<file path="src/rtl/npu8_host_pkg.sv">
// Shared definitions for the NPU8 host-side command sequencer: command opcodes,
// sequencer states and the NPU8 CPU-port register map used by command lists.
package npu8_host_pkg;

  localparam int DATA_W = 32;
  localparam int ADR_W  = 8;

  typedef enum logic [1:0] {
    OP_WRITE = 2'd0,
    OP_READ  = 2'd1,
    OP_WAIT  = 2'd2,
    OP_NOP   = 2'd3
  } cmd_op_e;

  typedef enum logic [2:0] {
    S_IDLE     = 3'd0,
    S_WRITE    = 3'd1,
    S_RD_ISSUE = 3'd2,
    S_RD_WAIT  = 3'd3,
    S_INT_WAIT = 3'd4,
    S_RESP     = 3'd5
  } state_e;

  // NPU8 CPU-port register map
  localparam logic [ADR_W-1:0] REG_CTRL     = 8'h00;
  localparam logic [ADR_W-1:0] REG_STATUS   = 8'h04;
  localparam logic [ADR_W-1:0] REG_IRQ_CLR  = 8'h08;
  localparam logic [ADR_W-1:0] REG_SRC_ADDR = 8'h10;
  localparam logic [ADR_W-1:0] REG_DST_ADDR = 8'h14;
  localparam logic [ADR_W-1:0] REG_LEN      = 8'h18;
  localparam logic [ADR_W-1:0] REG_CFG      = 8'h1C;

  // State entered when a command of the given opcode is accepted.
  function automatic state_e op_entry_state(cmd_op_e op);
    case (op)
      OP_WRITE: return S_WRITE;
      OP_READ:  return S_RD_ISSUE;
      OP_WAIT:  return S_INT_WAIT;
      default:  return S_IDLE;
    endcase
  endfunction

endpackage

</file>
<file path="src/rtl/npu8_host_seq_if.sv">
// Command/response handshake plus NPU8 CPU register bus seen by the sequencer.
// master = the sequencer; slave = the host feeding commands and the NPU port.
interface npu8_host_seq_if;
  import npu8_host_pkg::*;

  logic              CMD_VALID;
  logic              CMD_READY;
  logic [1:0]        CMD_OP;
  logic [ADR_W-1:0]  CMD_ADR;
  logic [DATA_W-1:0] CMD_DATA;

  logic              RSP_VALID;
  logic              RSP_READY;
  logic [DATA_W-1:0] RSP_DATA;
  logic              RSP_ERR;

  logic [ADR_W-1:0]  ADR;
  logic              WR;
  logic              RD;
  logic [DATA_W-1:0] WDATA;
  logic [DATA_W-1:0] RDATA;
  logic              INT;
  logic              BUSY;

  modport master (
    input  CMD_VALID, CMD_OP, CMD_ADR, CMD_DATA, RSP_READY, RDATA, INT,
    output CMD_READY, RSP_VALID, RSP_DATA, RSP_ERR, ADR, WR, RD, WDATA, BUSY
  );

  modport slave (
    output CMD_VALID, CMD_OP, CMD_ADR, CMD_DATA, RSP_READY, RDATA, INT,
    input  CMD_READY, RSP_VALID, RSP_DATA, RSP_ERR, ADR, WR, RD, WDATA, BUSY
  );

endinterface

</file>
<file path="src/rtl/npu8_wait_timer.sv">
// Saturating cycle counter with clear/enable and a "count reached limit-1" flag;
// a zero limit never hits.
module npu8_wait_timer #(
  parameter int TO_W = 24
) (
  input  logic            clk,
  input  logic            rst,
  input  logic            clr,
  input  logic            en,
  input  logic [TO_W-1:0] limit,
  output logic [TO_W-1:0] count,
  output logic            hit
);

  localparam logic [TO_W-1:0] ONE = TO_W'(1);

  logic [TO_W-1:0] count_q, count_d;

  always_comb begin
    count_d = count_q;
    if (clr) begin
      count_d = '0;
    end else if (en && (count_q != '1)) begin
      count_d = count_q + ONE;
    end
  end

  always_ff @(posedge clk) begin
    if (rst) begin
      count_q <= '0;
    end else begin
      count_q <= count_d;
    end
  end

  assign count = count_q;
  assign hit   = (limit != '0) && (count_q == (limit - ONE));

endmodule

</file>
<file path="src/rtl/npu8_host_seq.sv">
// Host-side bus master for the NPU8 CPU port: turns WRITE/READ/WAIT_INT commands
// into single-cycle WR/RD strobes and returns read data or wait results.
module npu8_host_seq
  import npu8_host_pkg::*;
#(
  parameter int RD_LAT = 1,
  parameter int TO_W   = 24
) (
  input logic            CLK,
  input logic            RESET,
  npu8_host_seq_if.master bus
);

  localparam logic [TO_W-1:0] RD_LAT_L = TO_W'(RD_LAT);

  state_e            state_q, state_d;
  logic [ADR_W-1:0]  adr_q, adr_d;
  logic [DATA_W-1:0] wdata_q, wdata_d;
  logic              wr_q, wr_d;
  logic              rd_q, rd_d;
  logic [TO_W-1:0]   lim_q, lim_d;
  logic [DATA_W-1:0] rsp_data_q, rsp_data_d;
  logic              rsp_err_q, rsp_err_d;

  cmd_op_e           cmd_op;
  logic              cmd_ready;
  logic              cmd_fire;

  logic              tmr_clr;
  logic              tmr_en;
  logic [TO_W-1:0]   tmr_lim;
  logic [TO_W-1:0]   tmr_cnt;
  logic              tmr_hit;

  assign cmd_op    = cmd_op_e'(bus.CMD_OP);
  // Ready is decoded from state so it is low throughout reset and high right after.
  assign cmd_ready = (state_q == S_IDLE) && !RESET;
  assign cmd_fire  = bus.CMD_VALID && cmd_ready;

  // One counter serves both the read-latency delay and the interrupt wait.
  assign tmr_en  = (state_q == S_RD_WAIT) || (state_q == S_INT_WAIT);
  assign tmr_clr = !tmr_en;
  assign tmr_lim = (state_q == S_RD_WAIT) ? RD_LAT_L : lim_q;

  npu8_wait_timer #(
    .TO_W (TO_W)
  ) u_timer (
    .clk   (CLK),
    .rst   (RESET),
    .clr   (tmr_clr),
    .en    (tmr_en),
    .limit (tmr_lim),
    .count (tmr_cnt),
    .hit   (tmr_hit)
  );

  always_comb begin
    state_d    = state_q;
    adr_d      = '0;
    wdata_d    = '0;
    wr_d       = 1'b0;
    rd_d       = 1'b0;
    lim_d      = lim_q;
    rsp_data_d = rsp_data_q;
    rsp_err_d  = rsp_err_q;

    unique case (state_q)
      S_IDLE: begin
        if (cmd_fire) begin
          state_d = op_entry_state(cmd_op);
          lim_d   = bus.CMD_DATA[TO_W-1:0];
          // Strobes are registered here so they appear in the cycle after acceptance.
          if (cmd_op == OP_WRITE) begin
            wr_d    = 1'b1;
            adr_d   = bus.CMD_ADR;
            wdata_d = bus.CMD_DATA;
          end else if (cmd_op == OP_READ) begin
            rd_d  = 1'b1;
            adr_d = bus.CMD_ADR;
          end
        end
      end
      S_WRITE: begin
        state_d = S_IDLE;
      end
      S_RD_ISSUE: begin
        state_d = S_RD_WAIT;
      end
      S_RD_WAIT: begin
        if (tmr_hit) begin
          rsp_data_d = bus.RDATA;
          rsp_err_d  = 1'b0;
          state_d    = S_RESP;
        end
      end
      S_INT_WAIT: begin
        // Interrupt wins over a timeout landing in the same cycle.
        if (bus.INT) begin
          rsp_data_d = DATA_W'(tmr_cnt);
          rsp_err_d  = 1'b0;
          state_d    = S_RESP;
        end else if (tmr_hit) begin
          rsp_data_d = DATA_W'(lim_q);
          rsp_err_d  = 1'b1;
          state_d    = S_RESP;
        end
      end
      S_RESP: begin
        if (bus.RSP_READY) begin
          state_d = S_IDLE;
        end
      end
      default: begin
        state_d = S_IDLE;
      end
    endcase
  end

  always_ff @(posedge CLK) begin
    if (RESET) begin
      state_q    <= S_IDLE;
      adr_q      <= '0;
      wdata_q    <= '0;
      wr_q       <= 1'b0;
      rd_q       <= 1'b0;
      lim_q      <= '0;
      rsp_data_q <= '0;
      rsp_err_q  <= 1'b0;
    end else begin
      state_q    <= state_d;
      adr_q      <= adr_d;
      wdata_q    <= wdata_d;
      wr_q       <= wr_d;
      rd_q       <= rd_d;
      lim_q      <= lim_d;
      rsp_data_q <= rsp_data_d;
      rsp_err_q  <= rsp_err_d;
    end
  end

  assign bus.CMD_READY = cmd_ready;
  assign bus.RSP_VALID = (state_q == S_RESP);
  assign bus.RSP_DATA  = rsp_data_q;
  assign bus.RSP_ERR   = rsp_err_q;
  assign bus.ADR       = adr_q;
  assign bus.WR        = wr_q;
  assign bus.RD        = rd_q;
  assign bus.WDATA     = wdata_q;
  assign bus.BUSY      = (state_q != S_IDLE);

endmodule

</file>
<file path="src/flat_wrapper.sv">
// flat-port wrapper written by rule: the top's interface ports become plain ports
module npu8_host_seq_flat import npu8_host_pkg::*;
#(
  parameter int RD_LAT = 1,
  parameter int TO_W   = 24
)
  (CLK, RESET, bus_CMD_VALID, bus_CMD_OP, bus_CMD_ADR, bus_CMD_DATA, bus_RSP_READY, bus_RDATA, bus_INT, bus_CMD_READY, bus_RSP_VALID, bus_RSP_DATA, bus_RSP_ERR, bus_ADR, bus_WR, bus_RD, bus_WDATA, bus_BUSY);
  npu8_host_seq_if bus_i ();
  input logic CLK;
  input logic RESET;
  input wire logic [$bits(bus_i.CMD_VALID)-1:0] bus_CMD_VALID;
  input wire logic [$bits(bus_i.CMD_OP)-1:0] bus_CMD_OP;
  input wire logic [$bits(bus_i.CMD_ADR)-1:0] bus_CMD_ADR;
  input wire logic [$bits(bus_i.CMD_DATA)-1:0] bus_CMD_DATA;
  input wire logic [$bits(bus_i.RSP_READY)-1:0] bus_RSP_READY;
  input wire logic [$bits(bus_i.RDATA)-1:0] bus_RDATA;
  input wire logic [$bits(bus_i.INT)-1:0] bus_INT;
  output wire logic [$bits(bus_i.CMD_READY)-1:0] bus_CMD_READY;
  output wire logic [$bits(bus_i.RSP_VALID)-1:0] bus_RSP_VALID;
  output wire logic [$bits(bus_i.RSP_DATA)-1:0] bus_RSP_DATA;
  output wire logic [$bits(bus_i.RSP_ERR)-1:0] bus_RSP_ERR;
  output wire logic [$bits(bus_i.ADR)-1:0] bus_ADR;
  output wire logic [$bits(bus_i.WR)-1:0] bus_WR;
  output wire logic [$bits(bus_i.RD)-1:0] bus_RD;
  output wire logic [$bits(bus_i.WDATA)-1:0] bus_WDATA;
  output wire logic [$bits(bus_i.BUSY)-1:0] bus_BUSY;
  assign bus_i.CMD_VALID = bus_CMD_VALID;
  assign bus_i.CMD_OP = bus_CMD_OP;
  assign bus_i.CMD_ADR = bus_CMD_ADR;
  assign bus_i.CMD_DATA = bus_CMD_DATA;
  assign bus_i.RSP_READY = bus_RSP_READY;
  assign bus_i.RDATA = bus_RDATA;
  assign bus_i.INT = bus_INT;
  assign bus_CMD_READY = bus_i.CMD_READY;
  assign bus_RSP_VALID = bus_i.RSP_VALID;
  assign bus_RSP_DATA = bus_i.RSP_DATA;
  assign bus_RSP_ERR = bus_i.RSP_ERR;
  assign bus_ADR = bus_i.ADR;
  assign bus_WR = bus_i.WR;
  assign bus_RD = bus_i.RD;
  assign bus_WDATA = bus_i.WDATA;
  assign bus_BUSY = bus_i.BUSY;
  npu8_host_seq #(.RD_LAT(RD_LAT), .TO_W(TO_W)) u_core (.CLK(CLK), .RESET(RESET), .bus(bus_i));
endmodule
</file>
<file path="config.mk">
export PLATFORM = sky130hd
export DESIGN_NAME = npu8_host_seq_flat
export DESIGN_NICKNAME = d
export VERILOG_FILES = /design/src/rtl/npu8_host_pkg.sv /design/src/rtl/npu8_host_seq_if.sv /design/src/rtl/npu8_wait_timer.sv /design/src/rtl/npu8_host_seq.sv /design/src/flat_wrapper.sv
export SDC_FILE = /design/constraint.sdc
export NUM_CORES = 1
export LEC_CHECK = 0
export ABC_CLOCK_PERIOD_IN_PS = 6300
export CORE_UTILIZATION = 55
export CTS_CLUSTER_SIZE = 40
export DETAILED_ROUTE_END_ITERATION = 8
export PLACE_DENSITY = 0.94
export SLEW_MARGIN = 20
export SYNTH_ARGS = -nofsm -noshare
export SYNTH_HDL_FRONTEND = slang
export SYNTH_SLANG_ARGS = --single-unit
</file>
<file path="constraint.sdc">
create_clock -name CLK -period 6.3 [get_ports CLK]
set_input_delay 0.63 -clock CLK [delete_from_list [all_inputs] [get_ports CLK]]
set_output_delay 0.63 -clock CLK [all_outputs]
set_load 0.1 [all_outputs]
</file>
# ---- Yosys cells after proc, flatten, opt, wreduce, memory -nomap -nowiden
# Index checks and enable logic that the tools add are counted.
dict set report totals {
  inputBits 79
  reg_bits 126
  output_inout_bits 78
  elab_cells 64
}
dict set report classes {
  reduce_logical 18
  bitwise_logic 4
  n_eq_ne 12
  addsub 2
  muxes 19
}
# op n
set ops {}
lappend ops {{$mux W32} 3}
lappend ops {{$pmux W32 S2} 1}
lappend ops {{$add A24 B1 Y24 const B} 1}
lappend ops {{$eq A24 B24 Y1} 1}
lappend ops {{$mux W24} 1}
lappend ops {{$ne A24 B24 Y1 const B} 1}
lappend ops {{$reduce_bool A24 Y1} 1}
lappend ops {{$sub A24 B1 Y24 const B} 1}
lappend ops {{$mux W8} 2}
lappend ops {{$pmux W3 S5} 1}
lappend ops {{$mux W3} 4}
lappend ops {{$pmux W3 S3} 1}
lappend ops {{$reduce_or A4 Y1} 2}
lappend ops {{$eq A3 B2 Y1 const B} 2}
lappend ops {{$eq A3 B3 Y1 const B} 2}
lappend ops {{$mux W1} 5}
lappend ops {{$logic_and A1 B1 Y1} 4}
lappend ops {{$ne A2 B1 Y1 const B} 2}
lappend ops {{$not A1 Y1} 4}
lappend ops {{$reduce_and A2 Y1} 2}
lappend ops {{$logic_not A3 Y1} 1}
lappend ops {{$ne A3 B2 Y1 const B} 1}
lappend ops {{$reduce_and A3 Y1} 1}
lappend ops {{$reduce_bool A3 Y1} 1}
lappend ops {{other kinds (10)} 10}

# ---- Depth between registers and ports, before layout
dict set report logic_depth {
  word_depth 8
  mapped_depth 18
  mapped_depth_nobuf 11
}

# ---- By module
# From an unflattened synthesis, not the netlist that was laid out.
dict set report hier_totals {
  cells_unflattened 684
  hier_area_um2 5944.5
}
# module instances seq_area_each_um2 area_each_um2 cells_each
set modules_own_cells {}
lappend modules_own_cells {npu8_host_seq 1 2042.0 4032.6 447}
lappend modules_own_cells {npu8_wait_timer 1 480.5 1911.8 237}

# ---- Worst setup path after synthesis
# No wires, ideal clock.
dict set report synth_timing {
  path_type {input to register}
  startpoint {input port RESET}
  endpoint {register u_core.wdata_q[22], in the netlist u_core.bus.WDATA[22]}
  setup_ps 59
  path_stages 6
  arrival_ps 4979
  path_buffers 2
  setup_slack_ps 1262
  t_required_ps 6241
  path_cell_list {clkbuf_1 nor4_1 nand2_1 nor3_1 clkbuf_1 and2_1}
}
dict set report synth_via {
  elab_chain_len 5
}
# item line
set synth_lines {}
lappend synth_lines {{start, declared} flat_wrapper.sv:10} ;# input logic RESET;
lappend synth_lines {{$logic_not A1 Y1} npu8_host_seq.sv:37} ;# assign cmd_ready = (state_q == S_IDLE) && !RESET;
lappend synth_lines {{$logic_and A1 B1 Y1} npu8_host_seq.sv:37}
lappend synth_lines {{named net bus_CMD_READY} flat_wrapper.sv:18} ;# output wire logic [$bits(bus_i.CMD_READY)-1:0] bus_CMD_READY;
lappend synth_lines {{$logic_and A1 B1 Y1} npu8_host_seq.sv:38} ;# assign cmd_fire = bus.CMD_VALID && cmd_ready;
lappend synth_lines {{$not A1 Y1 (no line)} -}
lappend synth_lines {{$reduce_or A4 Y1 (no line)} -}
lappend synth_lines {{end signal, assigned} npu8_host_seq.sv:132} ;# wdata_q <= wdata_d;
lappend synth_lines {{end, declared} npu8_host_seq.sv:18} ;# logic [DATA_W-1:0] wdata_q, wdata_d;
# The timed path passes the listed nets, and every way through them passes these cells.
# A chain may end at the register's enable or synchronous reset.

# ---- Worst setup path after layout
dict set report layout_timing {
  startpoint {register u_core.state_q[1]}
  endpoint {register u_core.rsp_data_q[28], in the netlist u_core.bus.RSP_DATA[28]}
}
dict set report layout_via {
  elab_chain_len 7
  elab_cells_between_ends 12
  cone_classes {add/sub: 1; eq/ne: 5; mux: 2; reduce/logical: 4}
}
# item line
set layout_lines {}
lappend layout_lines {{start, declared} npu8_host_seq.sv:16} ;# state_e state_q, state_d;
lappend layout_lines {{start signal, assigned} npu8_host_seq.sv:130} ;# state_q <= state_d;
lappend layout_lines {{$eq A3 B2 Y1} {npu8_host_seq.sv:43, npu8_host_seq.sv:67}}
lappend layout_lines {{$mux W24} npu8_host_seq.sv:43} ;# assign tmr_lim = (state_q == S_RD_WAIT) ? RD_LAT_L : lim_q;
lappend layout_lines {{$sub A24 B1 Y24} npu8_wait_timer.sv:37} ;# assign hit = (limit != '0) && (count_q == (limit - ONE));
lappend layout_lines {{$eq A24 B24 Y1} npu8_wait_timer.sv:37}
lappend layout_lines {{$logic_and A1 B1 Y1} npu8_wait_timer.sv:37}
lappend layout_lines {{$ne A3 B2 Y1 (no line) / $ne A2 B1 Y1 (equally long branches)} -}
lappend layout_lines {{$reduce_and A3 Y1 (no line)} -}
lappend layout_lines {{end signal, assigned} npu8_host_seq.sv:136} ;# rsp_data_q <= rsp_data_d;
lappend layout_lines {{end, declared} npu8_host_seq.sv:22} ;# logic [DATA_W-1:0] rsp_data_q, rsp_data_d;
# Several ways; a longest one is shown, not always the timed one.

==> out/summary.txt <==
CELLS AND AREA
--------------------------------------------------------------------------------
Number of diodes                                                               0
Fraction of final layout cells with drive strength greater than 1          6.29%
Nets                                                                       1,038
Final instance count without filler cells                                  1,117
Fill cell count                                                              863
Final design instance area without fill                                 8840 µm²
Area growth, synth to finish                                               29.9%
Commonest non-fill, non-tap cell in the layout                      sky130_fd_sc_hd__clkdlybuf4s50_1
Most used cells in the layout excluding fill and tap cells          sky130_fd_sc_hd__clkdlybuf4s50_1, sky130_fd_sc_hd__dfxtp_1, sky130_fd_sc_hd__nand2_1, sky130_fd_sc_hd__nor2_1, sky130_fd_sc_hd__mux2i_1

CTS
--------------------------------------------------------------------------------
Clock network latency to the later pin of the worst-skew pair            0.42 ns
CTS clock-pin slew for the worst setup and hold paths                    0.06 ns
Clock Sink Count                                                             126
Cts-stage hold buffer count                                                    0
Number of buffers created by CTS                                              17
CTS max path bufs                                                              2
Setup repair bufs after CTS                                                    0
TritonCTS clock tree                                                         yes
Deepest level of the CTS H-tree                                                4
Resized cells post-CTS                                                         0
Clock Root Buffer                                                   sky130_fd_sc_hd__clkbuf_16

SYNTHESIS
--------------------------------------------------------------------------------
EDFF count, synth                                                              0
Sequential-to-total area share from yosys stat                             37.1%
Synthesized Nets                                                             930
Most used DFF post-synth                                            sky130_fd_sc_hd__dfxtp_1
Yosys cell types                                                              74
Gate Count Post-Synth                                                        849
Synth async-reset ratio                                                       0%
Mapped Area                                                             6810 µm²
Post-synthesis sequential element count                                      126
Warnings, synthesis                                                            0
Synthesized area divided by synthesized cell count                      8.02 µm²

WORST SETUP PATH
--------------------------------------------------------------------------------
Endpoint required time on the critical path                              6.64 ns
Critical Path Sink Type                                                 register
Sort of element at the start of the critical path                       register
Reg-to-reg endpoint                                                 u_core.bus.RSP_DATA[28]$_SDFFE_PP0P_
Type of the worst setup path                                        register to register
Reg-to-reg startpoint                                               u_core.state_q[1]$_SDFFE_PP0P_
Biggest fanout along the worst timing path                                    37
Reg-to-reg slack, setup                                                  1.37 ns
FF-to-FF path depth                                                           12
Worst EP arrival                                                         5.26 ns

PLACE
--------------------------------------------------------------------------------
Number of buffer cells added on primary ports                                156
Post-DP Area                                                            8290 µm²
Count of placed standard cells including taps                              1,085
Dpl hpwl                                                                 16.1 mm
Final RePlAce weighted congestion                                           1.09

TIMING
--------------------------------------------------------------------------------
Transition time of the tightest slew-check pin                           1.00 ns
Setup repair after global routing missed its margin                           no
Hold Fails Final Rpt                                                           0
Worst hold-check slack                                                  0.464 ns
Clock Skew                                                            0.00520 ns
Post-layout min period                                                   4.93 ns
FMAX                                                                     203 MHz
Max-Slew Margin vs Limit                                                   33.3%
Period Utilization, post-route                                             78.2%
Total negative slack                                                        0 ns
Number of max-slew violations in the final report                              0
Count of endpoints failing setup in the final report                           0

ROUTING
--------------------------------------------------------------------------------
Number of iterations in the first detailed-routing pass                        6
Routed wire per std cell                                                 20.0 µm
Sum of routed wire length over all layers                                22.4 mm
Via count of the routed design                                             6,919
Remaining routing DRC violations                                               0
Via-to-Cell Ratio                                                           6.19
Count of nets left with antenna violations after detail routing                0
First DRT Iteration DRCs                                                     799

RUN
--------------------------------------------------------------------------------
Max-cap violation count                                                        0

POWER AND IR DROP
--------------------------------------------------------------------------------
Proportion of power drawn by flip-flops and latches                        37.4%
Max VDD drop                                                            0.277 mV
Internal portion of total power                                        0.00158 W
Static power due to leakage                                              3.44 nW
Comb power frac                                                            24.9%
Net Sw Power                                                          0.000805 W
Power per cell area                                                   269 nW/µm²
Switching portion of total power                                           33.8%
Clock share of power                                                       37.7%

FLOORPLAN
--------------------------------------------------------------------------------
Effective utilization at floorplan                                         56.7%
Die W                                                                     113 µm
Core ar.                                                              12,000 µm²
Overall die area                                                      12,800 µm²
Die outline height                                                        113 µm
Number of top-level pins                                                     157
Num rows                                                                      40

GLOBAL ROUTING
--------------------------------------------------------------------------------
First-pass GRT wire length                                               34.4 mm
Gr usage total                                                             34.9%
Sum of overflow across all layers after global routing                         0
Antenna violations before repair                                               0
Vias in the first global route                                             6,499
Largest net degree at the start of global routing                             44

HOLD PATH
--------------------------------------------------------------------------------
Terminating pin of the worst hold path                              u_core.bus.RSP_DATA[10]$_SDFFE_PP0P_
Worst Hold Path Cells                                                          2
Worst Hold Launch                                                   u_core.bus.RSP_DATA[10]$_SDFFE_PP0P_
Hold Crit Class                                                     register to register

STATUS
--------------------------------------------------------------------------------
Outcome                                                             complete, no violations

## final cells by class
cell class	count	area (µm²)	area share (%)
clock buffers	20	457	5.17
inverters	29	109	1.23
flip-flops and latches	126	2520	28.5
well taps	147	184	2.08
repair buffers	164	1620	18.3
multi-input cells	619	3860	43.6
clock inverters	12	88.8	1.00
## worst max path at each step
stage | startpoint | endpoint | cells after the start
finish | u_core.state_q[1]$_SDFFE_PP0P_ | u_core.bus.RSP_DATA[28]$_SDFFE_PP0P_ | 12
global route | u_core.state_q[1]$_SDFFE_PP0P_ | u_core.bus.RSP_DATA[28]$_SDFFE_PP0P_ | 12
floorplan | RESET | u_core.bus.WDATA[22]$_SDFF_PP0_ | 6
detailed placement | u_core.state_q[1]$_SDFFE_PP0P_ | u_core.bus.RSP_DATA[28]$_SDFFE_PP0P_ | 12
global placement | u_core.state_q[1]$_SDFFE_PP0P_ | u_core.bus.RSP_DATA[26]$_SDFFE_PP0P_ | 12
CTS | u_core.state_q[1]$_SDFFE_PP0P_ | u_core.bus.RSP_DATA[28]$_SDFFE_PP0P_ | 12
## power by group through the flow
| stage | clock (W) | combinational (W) | sequential (W) |
|---|---|---|---|
| 2_1_floorplan | 0 | 0.000372 | 0.000928 |
| 3_3_place_gp | 0 | 0.000577 | 0.000903 |
| 3_5_place_dp | 0 | 0.000576 | 0.000904 |
| 4_1_cts | 0.000900 | 0.000581 | 0.000887 |
| 5_1_grt | 0.000940 | 0.000631 | 0.000893 |
| 6_report | 0.000897 | 0.000594 | 0.000891 |
## per-layer routing
| metal | track usage [%] | vias up | share of wire, % |
|---|---|---|---|
| met5 | 0 | - | 0 |
| met4 | 19.2 | 0 | 4.4 |
| met3 | 8.94 | 78 | 8.5 |
| met2 | 55.5 | 402 | 46 |
| met1 | 43.2 | 3211 | 41 |
| li1 | - | 3228 | - |
## registers in the layout, indices dropped and copies added, names as in the netlist
signal,cells
u_core.bus.RSP_ERR,1
u_core.bus.WDATA,32
u_core.state_q,3
u_core.bus.WR,1
u_core.bus.RSP_DATA,32
u_core.bus.ADR,8
u_core.u_timer.count,24
u_core.bus.RD,1
u_core.lim_q,24
## metrics by stage
stage          total power [W]  utilization (%)  setup slack, ns
2_1_floorplan          0.00130                -             1.26
3_3_place_gp           0.00148             69.0             1.68
3_5_place_dp           0.00148             69.0             1.51
4_1_cts                0.00237             73.6             1.44
5_1_grt                0.00246             73.6             1.13
6_report               0.00238             73.6             1.37
## kinds of logic after synthesis
family / share of synthesized area (%)
xor gates and xnor gates: 3.99
and+or+nand+nor: 29.7
muxes: 7.37
buffers and inverters: 6.40
AOI/OAI and AO/OA: 15.2
DFF: 37.1
adders and majority gates: 0.368
## synthesized netlist by cell type, drive strengths merged (4+ instances only)
cell type | number | area share [%]
nor2b | 6 | 0.55
nor4 | 14 | 1.3
nand3 | 41 | 3.0
or2 | 7 | 0.64
nor3 | 11 | 0.81
o31ai | 6 | 0.66
clkbuf | 60 | 3.3
nor2 | 54 | 3.0
dfxtp | 126 | 37
buf | 15 | 1.5
a211oi | 8 | 0.96
o21ai | 21 | 1.6
nand2b | 9 | 0.83
o22ai | 11 | 1.0
and3 | 17 | 1.6
or4 | 17 | 2.1
a211o | 4 | 0.51
nand4 | 16 | 1.5
and4 | 5 | 0.64
a21oi | 26 | 1.9
xor2 | 12 | 1.5
nand2 | 124 | 6.8
or3 | 13 | 1.2
nor3b | 4 | 0.44
xnor2 | 19 | 2.4
nand4b | 5 | 0.64
o211ai | 32 | 3.6
mux2i | 49 | 7.2
inv | 29 | 1.6
and2 | 36 | 3.3
## worst max-delay path: stages, from the launching register on
cell,delay [ns]
sky130_fd_sc_hd__dfxtp_1,0.58
sky130_fd_sc_hd__nand3b_1,0.13
sky130_fd_sc_hd__buf_4,0.28
sky130_fd_sc_hd__nand2_1,0.13
sky130_fd_sc_hd__ha_1,0.49
sky130_fd_sc_hd__nor4b_1,0.65
sky130_fd_sc_hd__nand4_1,0.25
sky130_fd_sc_hd__or4_1,0.47
sky130_fd_sc_hd__a32oi_1,0.23
sky130_fd_sc_hd__xnor2_1,0.13
sky130_fd_sc_hd__or4_4,0.58
sky130_fd_sc_hd__or4_1,0.69
sky130_fd_sc_hd__o22ai_1,0.21
(Power assumes the default switching activity.)
